**src/rtl/ifetch_pkg.sv**
```systemverilog
// Shared types and constants for the instruction-fetch front end:
// fetch-queue entry layout, exception codes and the fetch FSM states.
package ifetch_pkg;

  localparam logic [31:0] NOP                 = 32'h0000_0013;
  localparam logic [3:0]  EXC_INSN_MISALIGNED = 4'd0;
  localparam logic [3:0]  EXC_INSN_ACCESS     = 4'd1;

  typedef struct packed {
    logic [31:0] instr;
    logic [63:0] pc;
    logic        exc_en;
    logic [3:0]  exc_code;
    logic [63:0] exc_val;
  } fetch_entry_t;

  typedef enum logic {
    ST_RUN   = 1'b0,
    ST_FAULT = 1'b1
  } fetch_state_t;

  // Value presented toward decode when nothing valid is at the head.
  function automatic fetch_entry_t idle_entry();
    fetch_entry_t e;
    e.instr    = NOP;
    e.pc       = 64'h0;
    e.exc_en   = 1'b0;
    e.exc_code = 4'h0;
    e.exc_val  = 64'h0;
    return e;
  endfunction

endpackage

```
**src/rtl/ifetch_fifo.sv**
```systemverilog
// Fetch queue: DEPTH-entry circular buffer with simultaneous push/pop and flush.
// Only the pointers are reset; entry storage is plain data.
module ifetch_fifo
  import ifetch_pkg::*;
#(
  parameter int DEPTH = 2
) (
  input  logic         clk,
  input  logic         rst,
  input  logic         flush,
  input  logic         push,
  input  fetch_entry_t push_data,
  input  logic         pop,
  output fetch_entry_t head,
  output logic         full,
  output logic         empty
);

  localparam int AW = $clog2(DEPTH);
  localparam logic [AW:0] PTR_ONE = {{AW{1'b0}}, 1'b1};

  fetch_entry_t mem [DEPTH];
  logic [AW:0]  wr_ptr;
  logic [AW:0]  rd_ptr;

  always_ff @(posedge clk) begin
    if (rst || flush) begin
      wr_ptr <= '0;
      rd_ptr <= '0;
    end else begin
      if (push) wr_ptr <= wr_ptr + PTR_ONE;
      if (pop)  rd_ptr <= rd_ptr + PTR_ONE;
    end
  end

  // When full and popping, the write slot is the head being retired this edge.
  always_ff @(posedge clk) begin
    if (push) mem[wr_ptr[AW-1:0]] <= push_data;
  end

  always_comb begin
    head  = mem[rd_ptr[AW-1:0]];
    empty = (wr_ptr == rd_ptr);
    full  = (wr_ptr[AW] != rd_ptr[AW]) && (wr_ptr[AW-1:0] == rd_ptr[AW-1:0]);
  end

endmodule

```
**src/rtl/ifetch.sv**
```systemverilog
// Instruction fetch: PC register, RUN/FAULT FSM and fetch-fire logic feeding ifetch_fifo.
// Optional IFETCH_BYPASS_EN forwards a fetch straight to decode when the queue is empty.
module ifetch
  import ifetch_pkg::*;
#(
  parameter logic [63:0] RESET_PC = 64'h0000_0000_0000_0000,
  parameter int          QDEPTH   = 2
) (
  input  logic        clk,
  input  logic        rst,
  input  logic        redirect_en,
  input  logic [63:0] redirect_pc,
  output logic [63:0] pc_addr,
  input  logic [31:0] instruction,
  input  logic        imem_exc_en,
  input  logic [3:0]  imem_exc_code,
  input  logic [63:0] imem_exc_val,
  output logic        out_valid,
  input  logic        out_ready,
  output logic [31:0] out_instr,
  output logic [63:0] out_pc,
  output logic        out_exc_en,
  output logic [3:0]  out_exc_code,
  output logic [63:0] out_exc_val
);

  fetch_state_t state;
  fetch_state_t state_nxt;
  logic [63:0]  pc;
  logic [63:0]  pc_nxt;

  fetch_entry_t fetch_entry;
  fetch_entry_t head;
  fetch_entry_t out_entry;
  logic         fifo_full;
  logic         fifo_empty;
  logic         fifo_push;
  logic         fifo_pop;
  logic         head_pop;
  logic         fire;
  logic         misaligned;
  logic         bypass;

  assign pc_addr    = pc;
  assign misaligned = (pc[1:0] != 2'b00);

  // A misaligned PC never consults memory, so it outranks an imem fault.
  always_comb begin
    fetch_entry.pc = pc;
    if (misaligned) begin
      fetch_entry.instr    = NOP;
      fetch_entry.exc_en   = 1'b1;
      fetch_entry.exc_code = EXC_INSN_MISALIGNED;
      fetch_entry.exc_val  = pc;
    end else if (imem_exc_en) begin
      fetch_entry.instr    = NOP;
      fetch_entry.exc_en   = 1'b1;
      fetch_entry.exc_code = imem_exc_code;
      fetch_entry.exc_val  = imem_exc_val;
    end else begin
      fetch_entry.instr    = instruction;
      fetch_entry.exc_en   = 1'b0;
      fetch_entry.exc_code = 4'h0;
      fetch_entry.exc_val  = 64'h0;
    end
  end

  always_ff @(posedge clk) begin
    if (rst) state <= ST_RUN;
    else     state <= state_nxt;
  end

  always_comb begin
    state_nxt = state;
    if (redirect_en)                     state_nxt = ST_RUN;
    else if (fire && fetch_entry.exc_en) state_nxt = ST_FAULT;
  end

  // head_pop is independent of fire, so the bypass path forms no loop.
  always_comb begin
    head_pop = out_ready && !fifo_empty;
    fire     = (state == ST_RUN) && !redirect_en && (!fifo_full || head_pop);
    fifo_pop = head_pop && !redirect_en;
`ifdef IFETCH_BYPASS_EN
    bypass    = fire && fifo_empty;
    fifo_push = fire && !(bypass && out_ready);
`else
    bypass    = 1'b0;
    fifo_push = fire;
`endif
    if (redirect_en)                      pc_nxt = redirect_pc;
    else if (fire && !fetch_entry.exc_en) pc_nxt = pc + 64'd4;
    else                                  pc_nxt = pc;
  end

  always_ff @(posedge clk) begin
    if (rst) pc <= RESET_PC;
    else     pc <= pc_nxt;
  end

  ifetch_fifo #(
    .DEPTH(QDEPTH)
  ) u_fifo (
    .clk      (clk),
    .rst      (rst),
    .flush    (redirect_en),
    .push     (fifo_push),
    .push_data(fetch_entry),
    .pop      (fifo_pop),
    .head     (head),
    .full     (fifo_full),
    .empty    (fifo_empty)
  );

  always_comb begin
    if (!fifo_empty) begin
      out_valid = 1'b1;
      out_entry = head;
    end else if (bypass) begin
      out_valid = 1'b1;
      out_entry = fetch_entry;
    end else begin
      out_valid = 1'b0;
      out_entry = idle_entry();
    end
  end

  assign out_instr    = out_entry.instr;
  assign out_pc       = out_entry.pc;
  assign out_exc_en   = out_entry.exc_en;
  assign out_exc_code = out_entry.exc_code;
  assign out_exc_val  = out_entry.exc_val;

endmodule

```
**config.mk**
```make
export PLATFORM = sky130hd
export DESIGN_NAME = ifetch
export DESIGN_NICKNAME = d
export VERILOG_FILES = /design/src/rtl/ifetch_pkg.sv /design/src/rtl/ifetch_fifo.sv /design/src/rtl/ifetch.sv
export SDC_FILE = /design/constraint.sdc
export NUM_CORES = 1
export LEC_CHECK = 0
export CAP_MARGIN = 15
export CORE_MARGIN = 5
export CORE_UTILIZATION = 30
export DETAILED_ROUTE_END_ITERATION = 16
export PLACE_DENSITY_LB_ADDON = 0.3
export SLEW_MARGIN = 20
export SYNTH_ARGS = -nofsm -noshare
export SYNTH_HDL_FRONTEND = slang
export SYNTH_SLANG_ARGS = --single-unit
```
**constraint.sdc**
```tcl
create_clock -name clk -period 49.1 [get_ports clk]
set_clock_uncertainty 0.2 [all_clocks]
set_input_delay 9.82 -clock clk [delete_from_list [all_inputs] [get_ports clk]]
set_output_delay 9.82 -clock clk [all_outputs]
set_load 0.05 [all_outputs]
```
==> flow_metrics.tcl, run 1 <==
set metrics [dict create \
    postRouteAntennaNets 0 \
    post-route-min-period_ns 13.98 \
    final_area_mm2 0.02356 \
    finalNonFillerCells 2626 \
    syn_area_per_cell_um2 11.88 \
    yosys_warnings 0 \
    rsz0062_at_grt "no" \
    vias_per_cell 4.783 \
    fin_nets 1986 \
    maxSlewViolCount 0 \
    slew_headroom_pct 30.93 \
    hold_path_class "reg -> reg" \
    grt_max_degree 72 \
    drcViolationCount 0 \
    num_vias 12560 \
    dieArea_mm2 0.06467 \
    die-width_um 254.3 \
    end_kind "primary output" \
    ir_drop_mv 0.02154 \
    ctsHoldBuffers 0 \
    syn_inst 1507 \
    max_freq_mhz 71.51 \
    gr-total-overflow 0 \
    syn_to_final_growth_pct 31.58 \
    rows 89 \
    tightest_slew_ns 1.036 \
    required_ns 39.08 \
    placedCellCount 2542 \
    path_class "reg -> out" \
    drive_gt1_share_pct 6.118 \
    critPathMaxFanout 51 \
    postCtsResizedCells 0 \
    cts_sinks 400 \
    layout_common_cells "clkdlybuf4s50_1 (395), edfxtp_1 (330), nor2_1 (231)" \
    netlist_area_mm2 0.01791 \
    grt.total_usage_pct 16.01 \
    holdWs_ns 0.3320 \
    htreeDepth 2 \
    synth-async-reset-ratio_pct 0 \
    grt_first_pass_wirelength_um 79830 \
    syn-num-nets 1677 \
    tns_ns 0 \
    cts_buffer_depth 3 \
    ios 399 \
    timing_hold_violations_final 0 \
    root_buffer "clkbuf_16" \
    coreArea_mm2 0.05902 \
    drt-initial-drc-count 545 \
    clk_pin_slew_ns 0.06 \
    synth-seq-cells 400 \
    port_buffers 398 \
    totalWireLength_um 54090 \
    gp_congestion 0.7947 \
    dr.pass1.iters 5 \
    post_drt_wl_per_cell_um 20.60 \
    yosysUniqueCellTypes 54 \
    synth_top_flop_cell "edfxtp_1" \
    cts_tree "done" \
    synth_edf_count 330 \
    place_area_mm2 0.02216 \
    hpwl_um 37800 \
    clock_latency_ns 0.55 \
    p_leak_nw 7.889 \
    fin_crit_sh_pct 28.48 \
    final_common_cell "clkdlybuf4s50_1" \
    first_global_vias 12880 \
    synth-seq-area-share_pct 63.17 \
    power.density_mw_per_mm2 37.53 \
    setup_viol 0 \
    layout_setup_ws_ns 35.12 \
    drv_cap 0 \
    status "finished, final reports clean" \
    die_h_um 254.3 \
    start_kind "flip-flop" \
    initial_core_util_pct 30.34 \
    post-place-ws_ns 35.69 \
    antenna_found_initial 9 \
    numCtsBuffers 45 \
    cts_setup_buffers 0 \
    worstPathArrival_ns 3.96 \
]
-- cell usage after synthesis (5+ instances only) --
library cell | instances | area, um2
and3_1 | 14 | 87.58
mux2i_1 | 174 | 1742
buf_1 | 8 | 30.03
nor4_1 | 13 | 81.33
o21ai_0 | 6 | 30.03
nor3_1 | 13 | 65.06
nand2_1 | 169 | 634.4
a21oi_1 | 19 | 95.09
dfxtp_1 | 70 | 1401
xnor2_1 | 28 | 245.2
and4_1 | 7 | 61.31
and2_1 | 29 | 181.4
or2_2 | 5 | 31.28
nand4_1 | 22 | 137.6
inv_1 | 8 | 30.03
nand3_1 | 92 | 460.4
a211oi_1 | 30 | 225.2
clkbuf_1 | 75 | 281.5
or3_1 | 5 | 31.28
xor2_1 | 31 | 271.5
nor2_1 | 234 | 878.3
buf_4 | 64 | 480.5
edfxtp_1 | 330 | 9910
-- per-layer routing --
metal / routed length [um] / share of wire, % / global-route usage, %
met1: 22340 / 41 / 20.26
met2: 26670 / 49 / 27.28
met3: 3883 / 7.2 / 4.467
met4: 1161 / 2.1 / 4.050
met5: 41 / 0.076 / 0
-- cell families after synthesis --
family | synth area share (%)
and+or+nand+nor | 15.98
DFF | 63.17
muxes | 9.727
buffers and inverters | 5.073
AOI/OAI and AO/OA | 3.095
xor gates and xnor gates | 2.886
adders and majority gates | 0.06987
-- flip-flops by register name, summed over array words and instances, names as in the netlist, named ones only --
register / cells
u_fifo.mem: 330
pc_addr: 64
u_fifo.rd_ptr: 2
u_fifo.wr_ptr: 2
state: 1
-- cell type report --
class | instances | area, um2
fillers | 5716 | 35460
flip-flops and latches | 400 | 11310
multi-input cells | 943 | 5727
repair buffers | 418 | 4121
clock buffers | 62 | 1220
well taps | 773 | 967.2
clock inverters | 16 | 163.9
inverters | 8 | 31.28
diodes | 6 | 15.01
-- power breakdown --
part / total, mW / internal [mW] / leakage (nW) / switching [mW]
registers: 0.407 / 0.393 / 3.74 / 0.0140
clock network: 0.319 / 0.189 / 0.672 / 0.131
logic: 0.158 / 0.0538 / 3.48 / 0.104
-- final timing paths --
path | start | end | slack [ns] | depth (start not counted)
setup / recovery | flip-flop | out_exc_val[19] | 35.12 | 5
hold / removal | state$_SDFFE_PP0P_ | state$_SDFFE_PP0P_ | 0.33 | 2
setup reg to reg | u_fifo.wr_ptr[0]$_SDFFE_PP0P_ | u_fifo.mem[0][34]$_DFFE_PP_ | 45.64 | 5
hold reg to reg | state$_SDFFE_PP0P_ | state$_SDFFE_PP0P_ | 0.33 | 2
-- stage by stage --
stage          power, mW  util, %
2_1_floorplan     0.5177        -
3_3_place_gp      0.5728    37.54
3_5_place_dp      0.5742    37.55
4_1_cts           0.8960    39.89
5_1_grt           0.9213    39.91
6_report          0.8842    39.92
-- critical path, cell delays in order, from the launching register on --
cell and delay [ns]:
dfxtp_4 0.61, buf_4 0.71, buf_4 0.79, mux2i_1 0.19, nor2_1 0.13, clkdlybuf4s50_1 0.82
No activity file was read; power rests on OpenSTA's default activity.
==> run 2, diff against run 1 <==
==> constraint.sdc (replaced) <==
create_clock -name clk -period 12.75 [get_ports clk]
set_clock_uncertainty 0.2 [all_clocks]
set_input_delay 2.55 -clock clk [delete_from_list [all_inputs] [get_ports clk]]
set_output_delay 2.55 -clock clk [all_outputs]
set_load 0.05 [all_outputs]
==> run 2 against run 1 <==
Wire length increased by 1.6%. Cell area grew 0.27%. First-iteration DRC count grew 48%. Hold slack lost 0.0085 ns.
==> flow_metrics.tcl, run 2 (synthesized netlist as in run 1, its figures left out) <==
set metrics [dict create \
    ir_drop_mv 0.08100 \
    layout_setup_ws_ns 6.030 \
    layout_common_cells "clkdlybuf4s50_1 (395), edfxtp_1 (330), nor2_1 (231)" \
    drv_cap 0 \
    dieArea_mm2 0.06467 \
    cts_tree "done" \
    holdWs_ns 0.3235 \
    timing_hold_violations_final 0 \
    port_buffers 398 \
    critPathMaxFanout 47 \
    drive_gt1_share_pct 6.378 \
    postRouteAntennaNets 0 \
    ctsHoldBuffers 0 \
    fin_nets 1984 \
    max_stage_delay_ns 0.84 \
    path_class "reg -> out" \
    critPathTopFamily "buffers and inverters" \
    cts_sinks 400 \
    syn_to_final_growth_pct 31.93 \
    gp_congestion 0.7987 \
    die_h_um 254.3 \
    coreArea_mm2 0.05902 \
    power.density_mw_per_mm2 145.6 \
    drt-initial-drc-count 808 \
    final_area_mm2 0.02362 \
    ios 399 \
    cp_cell_sequence "buf_4 > buf_4 > mux2i_1 > nor2_1 > clkdlybuf4s50_1" \
    path_common_cell "buf_4" \
    vias_per_cell 4.808 \
    num_vias 12640 \
    clk_pin_slew_ns 0.06 \
    die-width_um 254.3 \
    grt.total_usage_pct 16.19 \
    tightest_slew_ns 1.078 \
    cts_setup_buffers 0 \
    first_global_vias 12810 \
    root_buffer "clkbuf_16" \
    place_area_mm2 0.02215 \
    numCtsBuffers 45 \
    slew_headroom_pct 28.13 \
    totalWireLength_um 54980 \
    grt_max_degree 92 \
    post-route-min-period_ns 6.720 \
    initial_core_util_pct 30.34 \
    fin_crit_sh_pct 52.71 \
    p_leak_nw 7.931 \
    antenna_found_initial 8 \
    start_kind "flip-flop" \
    rows 89 \
    dr.pass1.iters 5 \
    final_common_cell "clkdlybuf4s50_1" \
    largest_reg_flops 330 \
    htreeDepth 2 \
    grt_first_pass_wirelength_um 80570 \
    drcViolationCount 0 \
    max_freq_mhz 148.8 \
    postCtsResizedCells 0 \
    hpwl_um 37700 \
    status "finished, final reports clean" \
    maxSlewViolCount 0 \
    rsz0062_at_grt "no" \
    worstPathArrival_ns 3.97 \
    post-place-ws_ns 6.562 \
    clock_latency_ns 0.57 \
    cp.buffers_inverters 3 \
    required_ns 10.00 \
    cts_buffer_depth 3 \
    end_kind "primary output" \
    tns_ns 0 \
    setup_viol 0 \
    gr-total-overflow 0 \
    crit_slowest_cell "clkdlybuf4s50_1" \
    post_drt_wl_per_cell_um 20.90 \
    hold_path_class "reg -> reg" \
]
## run 2: worst paths after layout
path / end / slack (ns) / cells after the start / startpoint
max: out_exc_val[22] / 6.03 / 5 / flip-flop
min: state$_SDFFE_PP0P_ / 0.32 / 2 / state$_SDFFE_PP0P_
max reg2reg: u_fifo.mem[0][86]$_DFFE_PP_ / 9.00 / 5 / u_fifo.wr_ptr[0]$_SDFFE_PP0P_
min reg2reg: state$_SDFFE_PP0P_ / 0.32 / 2 / state$_SDFFE_PP0P_
## run 2: worst reg2reg max path, cell delays in order, from the launching register on
cell and delay, ns:
dfxtp_1 0.52, xnor2_1 0.14, a31oi_1 0.51, nor3b_4 0.65
buf_4 0.51, buf_4 0.74
## run 2: final cells by class
type,instances,area [um2]
timing repair buffer,416,4106
sequential,400,11310
inverter,8,31.28
clock inverter,23,166.4
tap,773,967.2
fill,5651,35400
antenna,7,17.52
clock buffer,60,1287
multi-input combinational,943,5733
## run 2: stage by stage
step / power [mW] / std cells / utilization, %
6_report: 3.440 / 2630 / 40.03
5_1_grt: 3.578 / 2623 / 40.00
4_1_cts: 3.492 / 2623 / 40.00
3_5_place_dp: 2.214 / 2540 / 37.53
3_3_place_gp: 2.209 / 2540 / 37.53
2_1_floorplan: 1.985 / 1507 / -
## run 2: report_power, final
part / leakage [nW] / switching (mW) / internal (mW)
registers: 3.74 / 0.0571 / 1.51
clock network: 0.722 / 0.526 / 0.734
logic: 3.47 / 0.403 / 0.207
## run 2: per-layer routing
metal | part of all wire, % | vias up | global-route usage (%)
met5 | 0.093 | - | 0
li1 | - | 5947 | -
met3 | 7.2 | 73 | 4.079
met1 | 43 | 6227 | 21.46
met2 | 48 | 389 | 26.77
met4 | 1.7 | 8 | 4.096
==> run 3, diff against run 2 <==
==> constraint.sdc (replaced) <==
create_clock -name clk -period 6.2 [get_ports clk]
set_clock_uncertainty 0.2 [all_clocks]
set_input_delay 1.24 -clock clk [delete_from_list [all_inputs] [get_ports clk]]
set_output_delay 1.24 -clock clk [all_outputs]
set_load 0.05 [all_outputs]
==> run 3 against run 2 <==
Wire length shrank 0.41%. Count of clock-buffer cells in the layout rose by 8. Critical path depth rose by 1. Sequential power increased by 110%. Core utilization up 0.13 points. Combinational power increased by 110%. Clock power rose by 110%. Die area did not move. Largest power group unchanged.
==> flow_metrics.tcl, run 3 (synthesized netlist as in run 1, its figures left out) <==
set metrics [dict create \
    hold_path_class "reg -> reg" \
    rsz0062_at_grt "no" \
    cts_sinks 400 \
    die_h_um 254.3 \
    fin_nets 1986 \
    initial_core_util_pct 30.34 \
    gp_congestion 0.7818 \
    syn_to_final_growth_pct 32.37 \
    max_freq_mhz 212.8 \
    worstPathArrival_ns 3.26 \
    htreeDepth 2 \
    finalNonFillerCells 2631 \
    timing_hold_violations_final 0 \
    dieArea_mm2 0.06467 \
    clk_pin_slew_ns 0.06 \
    max_stage_delay_ns 0.72 \
    drv_cap 0 \
    dr.pass1.iters 5 \
    gr-total-overflow 0 \
    clock_latency_ns 0.56 \
    maxSlewViolCount 0 \
    cp_cell_sequence "xor2_1 > nor2_4 > buf_4 > buf_4 > nor2_1 > clkdlybuf4s50_1" \
    cp.buffers_inverters 3 \
    grt_max_degree 136 \
    start_kind "flip-flop" \
    wl_met3_um 3701 \
    totalWireLength_um 54760 \
    drt-initial-drc-count 654 \
    wl_met2_um 26030 \
    p_leak_nw 7.945 \
    path_class "reg -> out" \
    end_kind "primary output" \
    first_global_vias 13150 \
    slew_headroom_pct 34.84 \
    grt_first_pass_wirelength_um 80480 \
    m1WireLength_um 24010 \
    grt.total_usage_pct 16.08 \
    setup_viol 0 \
    critPathTopFamily "buffers and inverters" \
    drcViolationCount 0 \
    tightest_slew_ns 0.9774 \
    root_buffer "clkbuf_16" \
    num_vias 12660 \
    antenna_found_initial 8 \
    post-route-min-period_ns 4.700 \
    postRouteAntennaNets 0 \
    port_buffers 398 \
    numCtsBuffers 45 \
    tns_ns 0 \
    cts_buffer_depth 3 \
    placedCellCount 2542 \
    coreArea_mm2 0.05902 \
    status "finished, final reports clean" \
    ir_drop_mv 0.2372 \
    hpwl_um 37350 \
    largest_reg_flops 330 \
    vias_per_cell 4.810 \
    ios 399 \
    crit_slowest_cell "clkdlybuf4s50_1" \
    postCtsResizedCells 0 \
    post_drt_wl_per_cell_um 20.81 \
    rows 89 \
    final_common_cell "clkdlybuf4s50_1" \
    die-width_um 254.3 \
    critPathMaxFanout 43 \
    topRoutingLayerUsed "met5" \
    cts_tree "done" \
    ctsHoldBuffers 0 \
    fin_crit_sh_pct 75.80 \
    path_common_cell "buf_4" \
    layout_common_cells "clkdlybuf4s50_1 (395), edfxtp_1 (330), nor2_1 (231)" \
    cts_setup_buffers 0 \
    power.density_mw_per_mm2 299.1 \
    drive_gt1_share_pct 6.260 \
    required_ns 4.76 \
]
-- run 3: layout make-up --
cell class	instances	area (um2)
flip-flops and latches	400	11310
inverters	8	31.28
fillers	5665	35320
clock buffers	68	1315
well taps	773	967.2
diodes	5	12.51
clock inverters	16	136.4
repair buffers	418	4184
multi-input cells	943	5741
-- run 3: worst paths after layout --
path                                      start                           end  slack, ns  cells past startpoint
setup / recovery  u_fifo.wr_ptr[0]$_SDFFE_PP0P_                    out_pc[39]       1.50                      6
hold / removal         pc_addr[62]$_SDFFE_PP0P_  u_fifo.mem[0][131]$_DFFE_PP_       0.38                      0
hold reg to reg        pc_addr[62]$_SDFFE_PP0P_  u_fifo.mem[0][131]$_DFFE_PP_       0.38                      0
setup reg to reg       pc_addr[14]$_SDFFE_PP0P_      pc_addr[57]$_SDFFE_PP0P_       2.88                      6
-- run 3: report_power, final --
group          total, mW  internal, mW  switching [mW]
combinational       1.26         0.433           0.832
sequential          3.22          3.11           0.116
clock               2.60          1.55            1.05
total               7.09          5.09            2.00
-- run 3: per-layer routing --
| layer | track usage, % | up-vias |
|---|---|---|
| met5 | 0 | - |
| met4 | 3.759 | 8 |
| met3 | 3.947 | 79 |
| met2 | 26.63 | 388 |
| met1 | 21.49 | 6230 |
| li1 | - | 5951 |
-- run 3: metrics by stage --
stage / total power [mW] / util, % / hold WS, ns / setup WS, ns / instance area (um2)
6_report: 7.090 / 40.16 / 0.3757 / 1.500 / 23700
5_1_grt: 7.374 / 40.14 / 0.3916 / 1.299 / 23690
4_1_cts: 7.197 / 40.14 / 0.3724 / 1.442 / 23690
3_5_place_dp: 4.560 / 37.68 / 0.3507 / 2.053 / 22240
3_3_place_gp: 4.545 / 37.68 / 0.3395 / 2.060 / 22240
2_1_floorplan: 4.079 / - / 0.2433 / -0.1364 / 17950
-- run 3: worst reg2reg max path, delay by kind of cell (launching register included) --
family | cells | cell delay, ns
AND/OR/NAND/NOR | 5 | 2.16
flip-flops | 1 | 0.62
AO/OA/AOI/OAI | 1 | 0.25
==> patch 1, RTL diff (config.mk and constraints of run 1) <==
The parameter `QDEPTH` goes from 2 to 4.
--- a/src/rtl/ifetch.sv
+++ b/src/rtl/ifetch.sv
@@ -4,7 +4,7 @@
   import ifetch_pkg::*;
 #(
   parameter logic [63:0] RESET_PC = 64'h0000_0000_0000_0000,
-  parameter int          QDEPTH   = 2
+  parameter int          QDEPTH   = 4
 ) (
   input  logic        clk,
   input  logic        rst,
Behaviour: not the same (Yosys sat finds a counterexample within 4 cycles, from zero or initial values and one cycle with rst high).
==> patch 1 against run 1 <==
- total power up 70%
- clock power up 88%
- non-clock buffer count up 21
- via count up 45%
- sequential cell count up 333
- area after synthesis up 71%
- design area up 63%
- combinational power up 16%
- worst setup slack worse by 0.16 ns
- final cell count up 40%
- sequential share of layout area up 7.3 points
- highest routed layer unchanged
- wire length up 69%
- maximum frequency down 1.1%
==> patch 1: results (changes against run 1) <==
* Status: finished, final reports clean (unchanged)
* Critical path peak fanout at 89 (was 51)
* Commonest cells post-synth: edfxtp_1, and2_1, mux4_2, nand2_1, clkbuf_1 (was edfxtp_1, nor2_1, mux2i_1, nand2_1, nand3_1)
* Worst r2r src: u_fifo.wr_ptr[1] (was u_fifo.wr_ptr[0])
* Post-synth EDFFs at 660 (was 330)
* Power after layout at 1.51 mW (was 884 uW)
* Mapped Nets at 2072 (was 1677)
* Num CTS Buffers at 79 (was 45)
* Synth Area in Adders at 0.245% (was 0.0699%)
* GP Congestion at 0.806 (was 0.795)
* Int Pwr at 1.13 mW (was 635 uW)
* Post-DP HPWL at 61100 um (was 37800 um)
* Clk Latency, worst-skew pair at 0.62 ns (was 0.55 ns)
* Met2 capacity usage during global routing at 27.2% (was 27.3%)
* Reg2Reg Setup Slack at 44.55 ns (was 45.64 ns)
* Sequential Power at 723 uW (was 407 uW)
* Layout cells sized above 1 at 15.0% (was 6.12%)
* Max FFs per register at 660 (was 330)
* Post-synthesis compound-gate area fraction at 2.74% (was 3.10%)
* Final Instance Count excl. Fillers at 3679 (was 2626)
* Slew HR at 11.4% (was 30.9%)
* Metal1 wirelength at 38400 um (was 22300 um)
* Main combinational cell family by area after synthesis: multiplexers (was simple AND/OR/NAND/NOR gates)
* Seq/Total Area, Yosys at 69.3% (was 63.2%)
* WL/cell at 24.9 um (was 20.6 um)
* WL met3 at 6630 um (was 3880 um)
* Synth cell types at 55 (was 54)
* H-tree depth at 3 (was 2)
* Multi-input gate area at 0.00848 mm2 (was 0.00573 mm2)
==> patch 1: area by class of cell <==
cell class | instances | share of cell area (%)
Sequential cell | 733 | 55.3
Multi-Input combinational cell | 972 | 22.0
Timing Repair Buffer | 439 | 11.2
Clock buffer | 105 | 5.65
Tap cell | 1368 | 4.45
Clock inverter | 39 | 1.18
Inverter | 18 | 0.192
Antenna cell | 5 | 0.0325
==> patch 1: how the worst max path moves through the flow <==
stage	from	slack, ns	cells after the start	end
after global routing	u_fifo.wr_ptr[2]	34.62	6	out_exc_val[45]
after global placement	out_ready	34.47	8	u_fifo.mem[2][16]
after detailed placement	out_ready	34.49	8	u_fifo.mem[2][84]
after CTS	flip-flop	34.59	4	out_instr[1]
final	u_fifo.wr_ptr[2]	34.95	6	out_exc_val[45]
after floorplan	out_ready	25.55	4	u_fifo.mem[3][0]
==> patch 2, RTL diff (settings of run 1) <==
Made on the original files. Make the reset (`rst`) asynchronous in 2 clocked blocks.
--- a/src/rtl/ifetch.sv
+++ b/src/rtl/ifetch.sv
@@ -65,7 +65,7 @@
     end
   end
 
-  always_ff @(posedge clk) begin
+  always_ff @(posedge clk or posedge rst) begin
     if (rst) state <= ST_RUN;
     else     state <= state_nxt;
   end
@@ -93,7 +93,7 @@
     else                                  pc_nxt = pc;
   end
 
-  always_ff @(posedge clk) begin
+  always_ff @(posedge clk or posedge rst) begin
     if (rst) pc <= RESET_PC;
     else     pc <= pc_nxt;
   end
Formal check against the unedited RTL: differs if rst is asserted again (counterexample within 4 cycles, from zero or initial values and one cycle with rst high); with rst held inactive, the same outputs for 4 cycles.
==> patch 2 against run 1 <==
- design area rose by 1.1%
- area after synthesis increased by 0.95%
- combinational power decreased by 21%
- critical path type unchanged
- total power fell by 3.5%
- largest cell class unchanged
- worst setup slack lost 0.091 ns
- highest routed layer unchanged
- core utilization down 0.23 points
- wire length is 1.8% higher
- hold slack improved by 0.010 ns
- sequential cell count unchanged
- largest power group unchanged
==> patch 2: results (changes against run 1) <==
* Worst path max stage delay at 0.87 ns (was 0.82 ns)
* # resized after CTS at 0 (unchanged)
* Worst path top cell family by delay: buffers and inverters (unchanged)
* Pre-CTS WS at 35.52 ns (was 35.69 ns)
* Critical Path AT at 4.06 ns (was 3.96 ns)
* Commonest cells post-synth: edfxtp_1, nor2_1, nand2_1, mux2i_1, nand3_1 (was edfxtp_1, nor2_1, mux2i_1, nand2_1, nand3_1)
* GRT Util Overall at 16.2% (was 16.0%)
* Layout cells sized above 1 at 5.47% (was 6.12%)
* Largest net degree at the start of global routing at 88 (was 72)
* CTS root buf: clkbuf_16 (unchanged)
* Synth warnings at 0 (unchanged)
* Slew @ Worst Pin at 1.08 ns (was 1.04 ns)
* Top post-synthesis cells by area: edfxtp_1, mux2i_1, dfrtp_1 (was edfxtp_1, mux2i_1, dfxtp_1)
* Status: finished, final reports clean (unchanged)
* Post-CTS repair timing setup buffer count at 0 (unchanged)
* Clk Latency, worst-skew pair at 0.56 ns
* Max FFs per register at 330 (unchanged)
* Worst-path clk slew at 0.06 ns (about the same)
* GP Congestion at 0.794 (was 0.795)
* Mapped Nets at 1673 (was 1677)
* Deepest clock path buffer count at 3 (unchanged)
* Port-buffer cells at 398 (unchanged)
* Critical path peak fanout at 54 (was 51)
* Max IR drop VDD at 0.0222 mV (was 0.0215 mV)
* First-pass GRT wire length at 83200 um (was 79800 um)
* CP max-delay cell: buf_4 (was clkdlybuf4s50_1)
* Final-stage net count at 1983 (was 1986)
* Drt first pass iters at 5 (unchanged)
* Vias/cell at 4.91 (was 4.78)
* Lkg Pwr at 7.94 nW (was 7.89 nW)
* Post-synth EDFFs at 330 (unchanged)
* Vias in the first global route at 13100 (was 12900)
* Synth cell types at 50 (was 54)
* Hold Path Class: flip-flop to flip-flop (unchanged)
* Post-DP HPWL at 37100 um (was 37800 um)
* Primary FF master, synth: edfxtp_1 (unchanged)
* Int Pwr at 624 uW (was 635 uW)
* Num CTS Buffers at 44 (was 45)
* Asr flop ratio synth at 16.3% (was 0%)
* H-tree depth at 2 (unchanged)
* Seq/Total Area, Yosys at 64.4% (was 63.2%)
* Initial DRC count at 839 (was 545)
* Final wirelength at 55000 um (was 54100 um)
* Antenna violations before repair at 9 (unchanged)
* Core area at 0.0600 mm2 (was 0.0590 mm2)
patch 2: cell types whose count changed after synthesis, moves of 20 or more:
cell	delta
a31oi_1	+20
o21ai_0	+28
xnor2_1	-21
nor2_1	-29
dfrtp_1	+65
a211oi_1	-28
dfxtp_1	-65
patch 2: power by group through the flow:
stage	logic (mW)	clock network, mW	registers (mW)
after floorplan	0.0832	0	0.408
after global placement	0.126	0	0.412
after detailed placement	0.127	0	0.413
after CTS	0.127	0.333	0.406
after global routing	0.134	0.347	0.408
final	0.125	0.322	0.406
patch 2: final timing paths:
path,start,to,slack [ns],cells past startpoint
worst max register to register,u_fifo.wr_ptr[0],u_fifo.mem[0][53],45.64,6
max in group asynchronous,rst,pc_addr[25],38.23,3
worst min register to register,state,state,0.34,2
worst min-delay path,state,state,0.34,2
worst max-delay path,flip-flop,out_pc[52],35.02,5
min in group asynchronous,rst,state,9.85,3
patch 2: cell type report:
type                    instances  area, um2
well taps                     782        978
repair buffers                418       4140
clock buffers                  58       1180
fillers                      5685      36200
diodes                          5       12.5
multi-input cells             939       5630
flip-flops and latches        400      11600
inverters                      10       38.8
clock inverters                21        204
patch 2: through the flow:
stage / instance area [um2] / power [mW] / utilization, % / instances
5_1_grt: 23800 / 0.890 / 39.7 / 2630
3_3_place_gp: 22400 / 0.538 / 37.4 / 2549
6_report: 23800 / 0.854 / 39.7 / 2633
4_1_cts: 23800 / 0.867 / 39.7 / 2628
3_5_place_dp: 22400 / 0.540 / 37.4 / 2549
2_1_floorplan: 18100 / 0.491 / - / 1503
patch 2: logic make-up after synthesis:
kind of cell	after synthesis	synth area share, %
adders and majority gates	1	0.0692
muxes	169	9.37
and+or+nand+nor	639	16.4
AOI/OAI and AO/OA	108	3.94
DFF	400	64.4
buffers and inverters	164	4.76
xor gates and xnor gates	22	1.07
patch 2: tightest hold or removal path, delay by kind of cell (launching register included):
family | cells | cell delay (ns)
AOI/OAI and AO/OA | 1 | 0.05
and+or+nand+nor | 1 | 0.09
DFF | 1 | 0.37
patch 2: routing by layer:
layer  share of wire, %  GRT usage [%]  up-vias
met5               0.10              0        -
met4                2.2           4.26        8
met3                5.7           4.01       80
met2                 48           26.8      391
met1                 44           21.6     6400
li1                   -              -     6042
